[src/rtl/i2c_reg_responder_pkg.sv]
// Shared types and constants for the I2C register responder.
// Latency: n/a (declarations only).
// Backpressure: n/a.
package i2c_reg_responder_pkg;

  typedef enum logic [3:0] {
    S_IDLE,
    S_DEV,
    S_ACK_DEV,
    S_REG,
    S_ACK_REG,
    S_WDATA,
    S_ACK_WR,
    S_RDATA,
    S_ACK_RD,
    S_IGNORE
  } i2c_state_e;

  // SDA level of an acknowledge bit (low) and a not-acknowledge (released high).
  localparam logic I2C_ACK  = 1'b0;
  localparam logic I2C_NACK = 1'b1;

  // Bit counter must hold 0..8 (eight data bits plus the "byte done" count).
  localparam int BIT_CNT_W = 4;

endpackage

[src/rtl/i2c_reg_responder_if.sv]
// I2C pad-side signals of the responder: pad inputs and open-drain SDA enable.
// Latency: n/a (wiring only).
// Backpressure: none; SCL is never driven, so no clock stretching.
interface i2c_reg_responder_if;
  logic sda_in;
  logic scl_in;
  logic sda_oen;

  modport slave (input sda_in, input scl_in, output sda_oen);
  modport master (output sda_in, output scl_in, input sda_oen);
endinterface

[src/rtl/i2c_reg_responder_bus_sync.sv]
// Synchronizes SDA/SCL, optionally glitch-filters them, and flags SCL edges and START/STOP.
// Latency: 3 clk from pad to event (plus FILTER_LEN clk with I2C_RESPONDER_GLITCH_FILTER_EN).
// Backpressure: none; events are single-cycle pulses.
module i2c_reg_responder_bus_sync #(
  parameter int FILTER_LEN = 3
) (
  input  logic clk,
  input  logic reset,
  input  logic sda_in,
  input  logic scl_in,
  output logic scl_rise,
  output logic scl_fall,
  output logic start_det,
  output logic stop_det,
  output logic sda_s
);

  logic [1:0] sda_sync_q, sda_sync_d, scl_sync_q, scl_sync_d;
  logic       sda_prev_q, sda_prev_d, scl_prev_q, scl_prev_d;
  logic       sda_flt, scl_flt;

`ifdef I2C_RESPONDER_GLITCH_FILTER_EN
  localparam int CNT_W = (FILTER_LEN > 1) ? $clog2(FILTER_LEN) : 1;

  logic [CNT_W-1:0] sda_cnt_q, sda_cnt_d, scl_cnt_q, scl_cnt_d;
  logic             sda_flt_q, sda_flt_d, scl_flt_q, scl_flt_d;

  // A new level is accepted only after FILTER_LEN consecutive samples disagree with the held one.
  always_comb begin
    sda_flt_d = sda_flt_q;
    sda_cnt_d = '0;
    scl_flt_d = scl_flt_q;
    scl_cnt_d = '0;
    if (sda_sync_q[1] != sda_flt_q) begin
      if (sda_cnt_q == CNT_W'(FILTER_LEN - 1)) sda_flt_d = sda_sync_q[1];
      else                                     sda_cnt_d = sda_cnt_q + 1'b1;
    end
    if (scl_sync_q[1] != scl_flt_q) begin
      if (scl_cnt_q == CNT_W'(FILTER_LEN - 1)) scl_flt_d = scl_sync_q[1];
      else                                     scl_cnt_d = scl_cnt_q + 1'b1;
    end
  end

  // Filter state; the bus idles high.
  always_ff @(posedge clk or negedge reset) begin
    if (!reset) begin
      sda_flt_q <= 1'b1;
      scl_flt_q <= 1'b1;
      sda_cnt_q <= '0;
      scl_cnt_q <= '0;
    end else begin
      sda_flt_q <= sda_flt_d;
      scl_flt_q <= scl_flt_d;
      sda_cnt_q <= sda_cnt_d;
      scl_cnt_q <= scl_cnt_d;
    end
  end

  assign sda_flt = sda_flt_q;
  assign scl_flt = scl_flt_q;
`else
  // FILTER_LEN has no effect without the glitch filter.
  localparam int unused_filter_len = FILTER_LEN;

  assign sda_flt = sda_sync_q[1];
  assign scl_flt = scl_sync_q[1];
`endif

  // Shift pads into the synchronizers and remember the previous conditioned levels.
  always_comb begin
    sda_sync_d = {sda_sync_q[0], sda_in};
    scl_sync_d = {scl_sync_q[0], scl_in};
    sda_prev_d = sda_flt;
    scl_prev_d = scl_flt;
  end

  // Synchronizer and edge-history registers; reset to the idle-high bus level.
  always_ff @(posedge clk or negedge reset) begin
    if (!reset) begin
      sda_sync_q <= 2'b11;
      scl_sync_q <= 2'b11;
      sda_prev_q <= 1'b1;
      scl_prev_q <= 1'b1;
    end else begin
      sda_sync_q <= sda_sync_d;
      scl_sync_q <= scl_sync_d;
      sda_prev_q <= sda_prev_d;
      scl_prev_q <= scl_prev_d;
    end
  end

  assign scl_rise  = scl_flt & ~scl_prev_q;
  assign scl_fall  = ~scl_flt & scl_prev_q;
  assign start_det = scl_flt & scl_prev_q & sda_prev_q & ~sda_flt;
  assign stop_det  = scl_flt & scl_prev_q & ~sda_prev_q & sda_flt;
  assign sda_s     = sda_flt;

endmodule

[src/rtl/i2c_reg_responder.sv]
// I2C target exposing a 256x8 register file at CHIP_ADDR, with a local read-only host port.
// Latency: SDA driven 1 clk after detected SCL fall; host_rdata 1 clk after host_addr.
// Backpressure: none; no clock stretching. Glitch filter via I2C_RESPONDER_GLITCH_FILTER_EN.
module i2c_reg_responder
  import i2c_reg_responder_pkg::*;
#(
  parameter logic [6:0] CHIP_ADDR  = 7'h39,
  parameter int         FILTER_LEN = 3
) (
  input  logic                      clk,
  input  logic                      reset,
  i2c_reg_responder_if.slave        bus,
  output logic                      busy,
  output logic                      wr_strobe,
  output logic [7:0]                wr_addr,
  output logic [7:0]                wr_data,
  input  logic [7:0]                host_addr,
  output logic [7:0]                host_rdata
);

  logic scl_rise, scl_fall, start_det, stop_det, sda_s;

  i2c_reg_responder_bus_sync #(.FILTER_LEN(FILTER_LEN)) u_sync (
    .clk       (clk),
    .reset     (reset),
    .sda_in    (bus.sda_in),
    .scl_in    (bus.scl_in),
    .scl_rise  (scl_rise),
    .scl_fall  (scl_fall),
    .start_det (start_det),
    .stop_det  (stop_det),
    .sda_s     (sda_s)
  );

  i2c_state_e           state_q, state_d;
  logic [BIT_CNT_W-1:0] bit_cnt_q, bit_cnt_d;
  logic [7:0]           shift_q, shift_d, ptr_q, ptr_d;
  logic                 ack_ph_q, ack_ph_d;
  logic                 sda_oen_q, sda_oen_d, busy_q, busy_d, wr_strobe_q, wr_strobe_d;
  logic [7:0]           wr_addr_q, wr_addr_d, wr_data_q, wr_data_d, host_rdata_q, host_rdata_d;
  logic [7:0]           regs_q [256];
  logic                 mem_we;
  logic [7:0]           rx_byte, rd_byte;

  assign rx_byte = {shift_q[6:0], sda_s};
  assign rd_byte = regs_q[ptr_q];

  // Protocol FSM: START/STOP take priority, then per-state SCL-edge handling.
  // ack_ph marks the second half of an ACK slot (target driving, or master ACK seen).
  always_comb begin
    state_d      = state_q;
    bit_cnt_d    = bit_cnt_q;
    shift_d      = shift_q;
    ptr_d        = ptr_q;
    ack_ph_d     = ack_ph_q;
    sda_oen_d    = sda_oen_q;
    busy_d       = busy_q;
    wr_strobe_d  = 1'b0;
    wr_addr_d    = wr_addr_q;
    wr_data_d    = wr_data_q;
    mem_we       = 1'b0;
    host_rdata_d = regs_q[host_addr];
    if (stop_det) begin
      state_d   = S_IDLE;
      sda_oen_d = 1'b1;
      busy_d    = 1'b0;
      ack_ph_d  = 1'b0;
    end else if (start_det) begin
      state_d   = S_DEV;
      bit_cnt_d = '0;
      sda_oen_d = 1'b1;
      ack_ph_d  = 1'b0;
    end else begin
      case (state_q)
        S_DEV, S_REG, S_WDATA: begin
          if (scl_rise) begin
            shift_d   = rx_byte;
            bit_cnt_d = bit_cnt_q + 1'b1;
            if (bit_cnt_q == BIT_CNT_W'(7)) begin
              bit_cnt_d = '0;
              case (state_q)
                S_DEV: begin
                  if (rx_byte[7:1] == CHIP_ADDR) begin
                    state_d = S_ACK_DEV;
                    busy_d  = 1'b1;
                  end else begin
                    state_d = S_IGNORE;
                  end
                end
                S_REG: begin
                  ptr_d   = rx_byte;
                  state_d = S_ACK_REG;
                end
                default: begin
                  mem_we      = 1'b1;
                  wr_strobe_d = 1'b1;
                  wr_addr_d   = ptr_q;
                  wr_data_d   = rx_byte;
                  ptr_d       = ptr_q + 8'd1;
                  state_d     = S_ACK_WR;
                end
              endcase
            end
          end
        end
        S_ACK_DEV, S_ACK_REG, S_ACK_WR: begin
          if (scl_fall) begin
            if (!ack_ph_q) begin
              sda_oen_d = I2C_ACK;
              ack_ph_d  = 1'b1;
            end else begin
              ack_ph_d  = 1'b0;
              sda_oen_d = 1'b1;
              // shift_q[0] still holds the R/W bit of the device byte.
              if (state_q == S_ACK_DEV && shift_q[0]) begin
                shift_d   = rd_byte;
                sda_oen_d = rd_byte[7];
                state_d   = S_RDATA;
              end else if (state_q == S_ACK_DEV) begin
                state_d = S_REG;
              end else begin
                state_d = S_WDATA;
              end
            end
          end
        end
        S_RDATA: begin
          if (scl_rise) begin
            bit_cnt_d = bit_cnt_q + 1'b1;
          end else if (scl_fall) begin
            if (bit_cnt_q == BIT_CNT_W'(8)) begin
              sda_oen_d = 1'b1;
              ptr_d     = ptr_q + 8'd1;
              bit_cnt_d = '0;
              state_d   = S_ACK_RD;
            end else begin
              shift_d   = {shift_q[6:0], 1'b0};
              sda_oen_d = shift_q[6];
            end
          end
        end
        S_ACK_RD: begin
          if (scl_rise) begin
            if (sda_s == I2C_NACK) state_d = S_IGNORE;
            else                   ack_ph_d = 1'b1;
          end else if (scl_fall && ack_ph_q) begin
            ack_ph_d  = 1'b0;
            shift_d   = rd_byte;
            sda_oen_d = rd_byte[7];
            state_d   = S_RDATA;
          end
        end
        default: ;
      endcase
    end
  end

  // Control and output registers; reset releases SDA immediately.
  always_ff @(posedge clk or negedge reset) begin
    if (!reset) begin
      state_q      <= S_IDLE;
      bit_cnt_q    <= '0;
      shift_q      <= '0;
      ptr_q        <= '0;
      ack_ph_q     <= 1'b0;
      sda_oen_q    <= 1'b1;
      busy_q       <= 1'b0;
      wr_strobe_q  <= 1'b0;
      wr_addr_q    <= '0;
      wr_data_q    <= '0;
      host_rdata_q <= '0;
    end else begin
      state_q      <= state_d;
      bit_cnt_q    <= bit_cnt_d;
      shift_q      <= shift_d;
      ptr_q        <= ptr_d;
      ack_ph_q     <= ack_ph_d;
      sda_oen_q    <= sda_oen_d;
      busy_q       <= busy_d;
      wr_strobe_q  <= wr_strobe_d;
      wr_addr_q    <= wr_addr_d;
      wr_data_q    <= wr_data_d;
      host_rdata_q <= host_rdata_d;
    end
  end

  // Register file; host reads in the same cycle as a write see the old value.
  always_ff @(posedge clk or negedge reset) begin
    if (!reset) begin
      for (int i = 0; i < 256; i++) regs_q[i] <= '0;
    end else if (mem_we) begin
      regs_q[ptr_q] <= rx_byte;
    end
  end

  assign bus.sda_oen = sda_oen_q;
  assign busy        = busy_q;
  assign wr_strobe   = wr_strobe_q;
  assign wr_addr     = wr_addr_q;
  assign wr_data     = wr_data_q;
  assign host_rdata  = host_rdata_q;

endmodule

[src/flat_wrapper.sv]
// flat-port wrapper written by rule: the top's interface ports become plain ports
module i2c_reg_responder_flat import i2c_reg_responder_pkg::*;
#(
  parameter logic [6:0] CHIP_ADDR  = 7'h39,
  parameter int         FILTER_LEN = 3
)
  (clk, reset, busy, wr_strobe, wr_addr, wr_data, host_addr, host_rdata, bus_sda_in, bus_scl_in, bus_sda_oen);
  i2c_reg_responder_if bus_i ();
  input  logic clk;
  input  logic reset;
  output logic busy;
  output logic wr_strobe;
  output logic [7:0] wr_addr;
  output logic [7:0] wr_data;
  input  logic [7:0] host_addr;
  output logic [7:0] host_rdata;
  input wire logic [$bits(bus_i.sda_in)-1:0] bus_sda_in;
  input wire logic [$bits(bus_i.scl_in)-1:0] bus_scl_in;
  output wire logic [$bits(bus_i.sda_oen)-1:0] bus_sda_oen;
  assign bus_i.sda_in = bus_sda_in;
  assign bus_i.scl_in = bus_scl_in;
  assign bus_sda_oen = bus_i.sda_oen;
  i2c_reg_responder #(.CHIP_ADDR(CHIP_ADDR), .FILTER_LEN(FILTER_LEN)) u_core (.clk(clk), .reset(reset), .bus(bus_i), .busy(busy), .wr_strobe(wr_strobe), .wr_addr(wr_addr), .wr_data(wr_data), .host_addr(host_addr), .host_rdata(host_rdata));
endmodule
[config.mk]
export PLATFORM = sky130hd
export DESIGN_NAME = i2c_reg_responder_flat
export DESIGN_NICKNAME = d
export VERILOG_FILES = /design/src/rtl/i2c_reg_responder_pkg.sv /design/src/rtl/i2c_reg_responder_if.sv /design/src/rtl/i2c_reg_responder_bus_sync.sv /design/src/rtl/i2c_reg_responder.sv /design/src/flat_wrapper.sv
export SDC_FILE = /design/constraint.sdc
export NUM_CORES = 2
export LEC_CHECK = 0
export BUFFER_PORTS_ARGS = -buffer_cell sky130_fd_sc_hd__buf_2
export CORE_MARGIN = 2
export CORE_UTILIZATION = 30
export CTS_CLUSTER_DIAMETER = 40
export DETAILED_ROUTE_END_ITERATION = 12
export PLACE_DENSITY = 0.51
export SETUP_SLACK_MARGIN = 0.5
export SYNTH_ARGS = -nofsm -noshare
export SYNTH_HDL_FRONTEND = slang
export SYNTH_SLANG_ARGS = --single-unit
[constraint.sdc]
create_clock -name clk -period 8.98 [get_ports clk]
set_input_delay 1.796 -clock clk [delete_from_list [all_inputs] [get_ports clk]]
set_output_delay 1.796 -clock clk [all_outputs]
set_load 0.1 [all_outputs]
; After elaboration in Yosys (flattened, before gate mapping)
; Index checks and enable logic that the tools add are counted.
[totals]
word_cells = 438
input_bits = 12
register_bits = 2105
output_inout_bits = 27
[classes]
n_addsub = 2
n_lt_le_gt_ge = 3
eq_ne = 39
reduce_logical = 25
bitwise = 16
muxes = 82
[op_table]
columns = operator, count
row1 = $bwmux 2048, 1
row2 = $bmux 8 s8, 2
row3 = $mux 4, 20
row4 = $mux 8, 10
row5 = $demux 8 s8, 1
row6 = $mux 7, 9
row7 = $ne 4x1->1 const B, 9
row8 = $pmux 8 s2, 2
row9 = $mux 1, 30
row10 = $pmux 7 s4, 1
row11 = $eq 4x3->1 const B, 5
row12 = $ge 9x9->1 const B, 2
row13 = $not 8->9, 2
row14 = $reduce_and 6->1, 3
row15 = $ne 2x1->1 const B, 8
row16 = $pmux 4 s2, 2
row17 = $pmux 4 s4, 1
row18 = $reduce_and 12->1, 1
row19 = $reduce_bool 2->1, 6
row20 = $ne 2x2->1 const B, 5
row21 = $ne 5x5->1 const B, 2
row22 = $reduce_and 10->1, 1
row23 = $lt 9x1->1 const B, 1
row24 = $reduce_and 9->1, 1
row25 = other kinds (23), 42

; Logic depth before layout (Yosys ltp)
[logic_depth]
depth_word = 10
depth_mapped = 12
depth_no_buf = 9

; Cells and area by module
; From an unflattened synthesis, not the netlist that was laid out.
[unflattened]
hier_cells = 7228
area_unflattened_um2 = 112839.5
[by_module_without_submodules]
columns = mod, area_per_inst_um2, seq_area_each_um2, instances, cells_each
row1 = i2c_reg_responder, 112649.3, 52526.6, 1, 7218
row2 = i2c_reg_responder_bus_sync, 190.2, 157.7, 1, 10

; Worst setup path after synthesis
; Ideal clock, no wire load.
[synth_timing]
path_type = input-to-reg
start = input port host_addr[0]
end = register u_core.host_rdata_q[0] (netlist: u_core.host_rdata[0])
setup_time_ns = 0.124
arrival_ns = 4.150
path_stages = 7
required_time_ns = 8.856
path_buffers = 2
setup_slack_ns = 4.706
path_cell_list = buf_2 > buf_1 > mux4_2 > mux4_2 > mux4_2 > a22oi_1 > nand2_1
[synth_via]
elab_chain_len = 4
[synth_lines]
columns = element, line
row1 = start: declaration, flat_wrapper.sv:15  ; input logic [7:0] host_addr;
row2 = $not 8->9 (implied by the code), i2c_reg_responder.sv:62  ; host_rdata_d = regs_q[host_addr];
row3 = $bmux 8 s8, i2c_reg_responder.sv:62
row4 = $mux 8 (implied by the code) (2 in series), i2c_reg_responder.sv:62
row5 = net u_core.host_rdata_d[0], i2c_reg_responder.sv:40  ; logic [7:0] wr_addr_q, wr_addr_d, wr_data_q, wr_data_d, host_rdata_q, host_rdata_d;
row6 = end signal: assignment, i2c_reg_responder.sv:183  ; host_rdata_q <= host_rdata_d;
row7 = end: declaration, i2c_reg_responder.sv:40
; The timed path passes the listed nets, and every way through them passes these cells. The select of a mux whose other input is x is not followed.
; A chain may end at the register's enable or synchronous reset.

; Final worst setup path
[layout_timing]
start = register u_core.u_sync.scl_sync_q[1]
end = register u_core.regs_q[1085] in the netlist's numbering
[layout_via]
elab_chain_len = 5
word_cells_on_any_way = 10
classes_between = mux: 4 / bitwise: 6
[layout_lines]
columns = element, line
row1 = start: declaration, i2c_reg_responder_bus_sync.sv:18  ; logic [1:0] sda_sync_q, sda_sync_d, scl_sync_q, scl_sync_d;
row2 = start signal: assignment, i2c_reg_responder_bus_sync.sv:86  ; scl_sync_q <= scl_sync_d;
row3 = $and 1x1->1 (on tied branches), "i2c_reg_responder_bus_sync.sv:92, i2c_reg_responder_bus_sync.sv:94, i2c_reg_responder_bus_sync.sv:95"
row4 = $mux 1 or $and 1x1->1 (tied branches), "i2c_reg_responder.sv:76, i2c_reg_responder_bus_sync.sv:94"
row5 = $mux 1 or $and 1x1->1 (tied branches), "i2c_reg_responder.sv:74, i2c_reg_responder_bus_sync.sv:94"
row6 = $mux 1, i2c_reg_responder.sv:68  ; end else if (start_det) begin
row7 = $mux 1 *, i2c_reg_responder.sv:63  ; if (stop_det) begin
row8 = end signal: indexed assignment, i2c_reg_responder.sv:192  ; regs_q[ptr_q] <= rx_byte;
row9 = end: declaration, i2c_reg_responder.sv:41  ; logic [7:0] regs_q [256];
; Mark *: on every way between the ends. The rest lies on a longest branch, timed or not.

==> impl_metrics.yaml <==
run_status:
  status: "complete, no violations"
pwr:
  power_frac_seq_pct: 32.5
  irDropWorstVdd_mv: 0.264
  power_density_nw_per_um2: 236
  switching_share_pct: 31.0
  comb_power_share_pct: 16.0
  p_int_uw: 21500
  p_sw_uw: 9650
  p_clk_share_pct: 51.5
  p_leak_uw: 0.0582
critical_path:
  reg2regPathDepth: 10
  startpoint: "u_core.u_sync.scl_sync_q[1]$_DFF_PN1_"
  crit_family: "simple AND/OR/NAND/NOR gates"
  endpoint_kind: "flop"
  worst-setup-path-type: "flop to flop"
  arrival_ns: 6.32
  worst_path_max_delay_cell: "nor2_1"
  crit_top_cell: "buf_4"
  cp.buffers_inverters: 4
  cp_cell_sequence: "ha_1, inv_1, nor4_1, nand2_2, buf_4, inv_2, buf_4, nand3_1, nor2_1, mux2_2"
  required_ns: 9.78
  critPathMaxFanout: 28
  cp.depth: 10
  crit_end: "u_core.regs_q[1085]$_DFFE_PN0P_"
  r2r_start: "u_core.u_sync.scl_sync_q[1]$_DFF_PN1_"
  r2r_end: "u_core.regs_q[1085]$_DFFE_PN0P_"
  rrSetupSlack_ns: 3.46
  cp-start-kind: "flop"
  slowest_delay_ns: 1.27
global_routing:
  grt_pass1_wl_mm: 576
  use_met2_pct: 32.5
  grt_pass1_vias: 72900
  antenna_found_initial: 29
  grt_max_degree: 196
  grt_usage_pct: 21.1
  grt.busiest_layer: "met2"
  grt_overflow: 0
  grt_use_met1_pct: 28.5
  met3_usage_pct: 4.29
routing:
  wl_per_cell_um: 33.2
  drt-initial-drc-count: 7181
  firstDrtPassIters: 6
  wl_mm: 406
  vias_per_cell: 5.72
  route.detailed.drc: 0
  vias: 69900
  postRouteAntennaNets: 0
placement:
  post-place-ws_ns: 3.00
  hpwl_mm: 256
  place_congestion: 0.874
  io_buffer_count: 38
clock_tree:
  cts_hold_buf: 0
  htree_levels: 5
  cts_tree: "built"
  clkSinkCount: 2105
  postCtsSetupBuffers: 0
  clk_path_buf_depth: 4
  worstSkewPairLatency_ns: 0.97
  cts_resized: 0
  cts_root_buf: "clkbuf_16"
  cts.clk_slew.worst_paths_ns: 0.05
  cts_made_buffers: 391
synthesis:
  synth_top_area_cell: "dfrtp_1"
  synth_area_um2: 112000
  ys_types: 64
  syn_inst: 6952
  syn_nets: 6973
  synth.top_cell.area_share_pct: 46.8
  synthFlopType: "dfrtp_1"
  synth_edf_count: 0
  yosys_warnings: 0
  postSynthAreaPerCell_um2: 16.2
  yosysSeqAreaShare_pct: 46.9
  synth_area_leaders: "dfrtp_1 47%, mux4_2 25%, mux2_2 21%"
  synthArstFlopShare_pct: 100
  ys_ff_latch: 2105
min_path:
  min_path_type: "flop to flop"
  hold_depth: 0
timing:
  skew_ns: 0.0787
  fin_crit_sh_pct: 61.4
  relSlewSlack_pct: 4.28
  setup_viol: 0
  setup_tns_ns: 0
  setup_ws_ns: 3.46
  maxSlewViolCount: 0
  period_minus_slack_ns: 5.52
  rsz0062_at_grt: "false"
  hold_viol_final: 0
  worst_pin_slew_ns: 1.43
  fmax_mhz: 181
floorplan:
  die_h_um: 616
  start_util_pct: 30.1
  io_pins: 39
  die-area_um2: 379000
  coreArea_um2: 372000
  rows: 224
  die_x_um: 616
final_layout:
  area_growth_pct: 17.7
  final_nets: 6928
  fillers: 35100
  layout-drive-gt1-share_pct: 60.0
job:
  max_cap_violations: 0
-- power groups by stage --
stage / Sequential, µW / Clock (µW) / Combinational, µW
4_1_cts: 10100 / 16300 / 5000
5_1_grt: 10100 / 16800 / 5210
6_report: 10100 / 16100 / 4990
3_3_place_gp: 10200 / 0 / 4980
3_5_place_dp: 10300 / 0 / 4990
2_1_floorplan: 9800 / 0 / 3320
-- cell usage after synthesis, drive strengths merged, types with 8 or more instances --
cell type     n
mux2i        48
nand2b       11
a211oi       14
ha            9
and2         20
mux4       1258
inv          11
nor2b        23
clkbuf      386
o22ai         8
nor4         12
nand2       263
a31oi        12
mux2       2061
dfrtp      2098
buf         233
nor3         19
nor2        175
o21ai        30
a22oi        86
a21oi        52
nand3        33
-- kinds of logic (layout without fill, tap and decap cells) --
kind of cell               after synthesis  after routing  share of synthesized area (%)
DFF                                   2105           2105                           46.9
AOI/OAI and AO/OA                      253            253                           1.53
adders and majority gates                9              9                          0.100
buffers and inverters                  630            914                           2.38
muxes                                 3367           3367                           46.3
xor gates and xnor gates                 1              1                        0.00780
other                                    0             17                              0
and+or+nand+nor                        587            587                           2.74
-- cells in the final DEF (no fill, tap or decap), types with 21 or more instances in the layout --
cell        count
bufinv_16      70
o21ai_0        30
nand2_1       262
mux2_2       2061
buf_4         107
dfrtp_1      2086
buf_12         38
clkbuf_16     396
clkbuf_8       56
clkinvlp_4     34
nor2_1         64
clkbuf_1       35
mux2i_1        48
mux4_2       1258
a21oi_1        52
buf_2          32
a22oi_1        86
nand3_1        29
clkinv_2       69
nor2_4         43
clkinv_4       21
nor2_2         68
-- worst reg2reg max path: cells and delay by family (launching register included) --
kind | cells | cell delay (ns)
and+or+nand+nor | 4 | 2.75
buffers and inverters | 4 | 1.19
DFF | 1 | 0.56
adders and majority gates | 1 | 0.44
muxes | 1 | 0.44
-- flip-flops by register name (all words and copies together) (netlist names) --
register / cells
u_core.u_sync.scl_prev_q: 1
u_core.regs_q: 2048
u_core.bus.sda_oen: 1
u_core.u_sync.sda_prev_q: 1
u_core.shift_q: 7
u_core.ack_ph_q: 1
u_core.state_q: 4
u_core.busy: 1
u_core.host_rdata: 8
u_core.u_sync.scl_sync_q: 2
u_core.wr_strobe: 1
u_core.ptr_q: 8
u_core.bit_cnt_q: 4
u_core.wr_addr: 8
u_core.u_sync.sda_sync_q: 2
u_core.wr_data: 8
-- per-layer routing --
metal	wire (µm)	vias up
met1	172000	39000
li1	-	27400
met5	13	-
met3	26500	813
met2	186000	2661
met4	21200	2
-- worst min-delay path by stage --
stage | endpoint | from
after floorplan | u_core.u_sync.scl_sync_q[1]$_DFF_PN1_ | u_core.u_sync.scl_sync_q[0]$_DFF_PN1_
after global placement | u_core.u_sync.scl_sync_q[1]$_DFF_PN1_ | u_core.u_sync.scl_sync_q[0]$_DFF_PN1_
after detailed placement | u_core.u_sync.scl_sync_q[1]$_DFF_PN1_ | u_core.u_sync.scl_sync_q[0]$_DFF_PN1_
after CTS | u_core.u_sync.scl_sync_q[1]$_DFF_PN1_ | u_core.u_sync.scl_sync_q[0]$_DFF_PN1_
after global routing | u_core.u_sync.scl_sync_q[1]$_DFF_PN1_ | u_core.u_sync.scl_sync_q[0]$_DFF_PN1_
final | u_core.u_sync.scl_sync_q[1]$_DFF_PN1_ | u_core.u_sync.scl_sync_q[0]$_DFF_PN1_
-- cell type report --
type / count / area [µm²] / area share, %
multi-input cells: 4217 / 57000 / 43.1
flip-flops and latches: 2105 / 52700 / 39.9
clock buffers: 486 / 10800 / 8.17
well taps: 4972 / 6220 / 4.71
clock inverters: 236 / 3560 / 2.69
repair buffers: 181 / 1780 / 1.35
diodes: 17 / 42.5 / 0.0322
inverters: 11 / 41.3 / 0.0312
-- through the flow --
stage	hold WS, ns	total power, µW	cell area, µm²	util, %	std cells
CTS	0.356	31400	132000	35.5	12200
detailed placement	0.349	15300	118000	31.6	11500
global route	0.362	32100	132000	35.5	12200
floorplan	0.345	13100	112000	-	6952
global placement	0.347	15200	118000	31.6	11500
finish	0.355	31200	132000	35.5	12200
No activity file was read; power rests on OpenSTA's default activity.
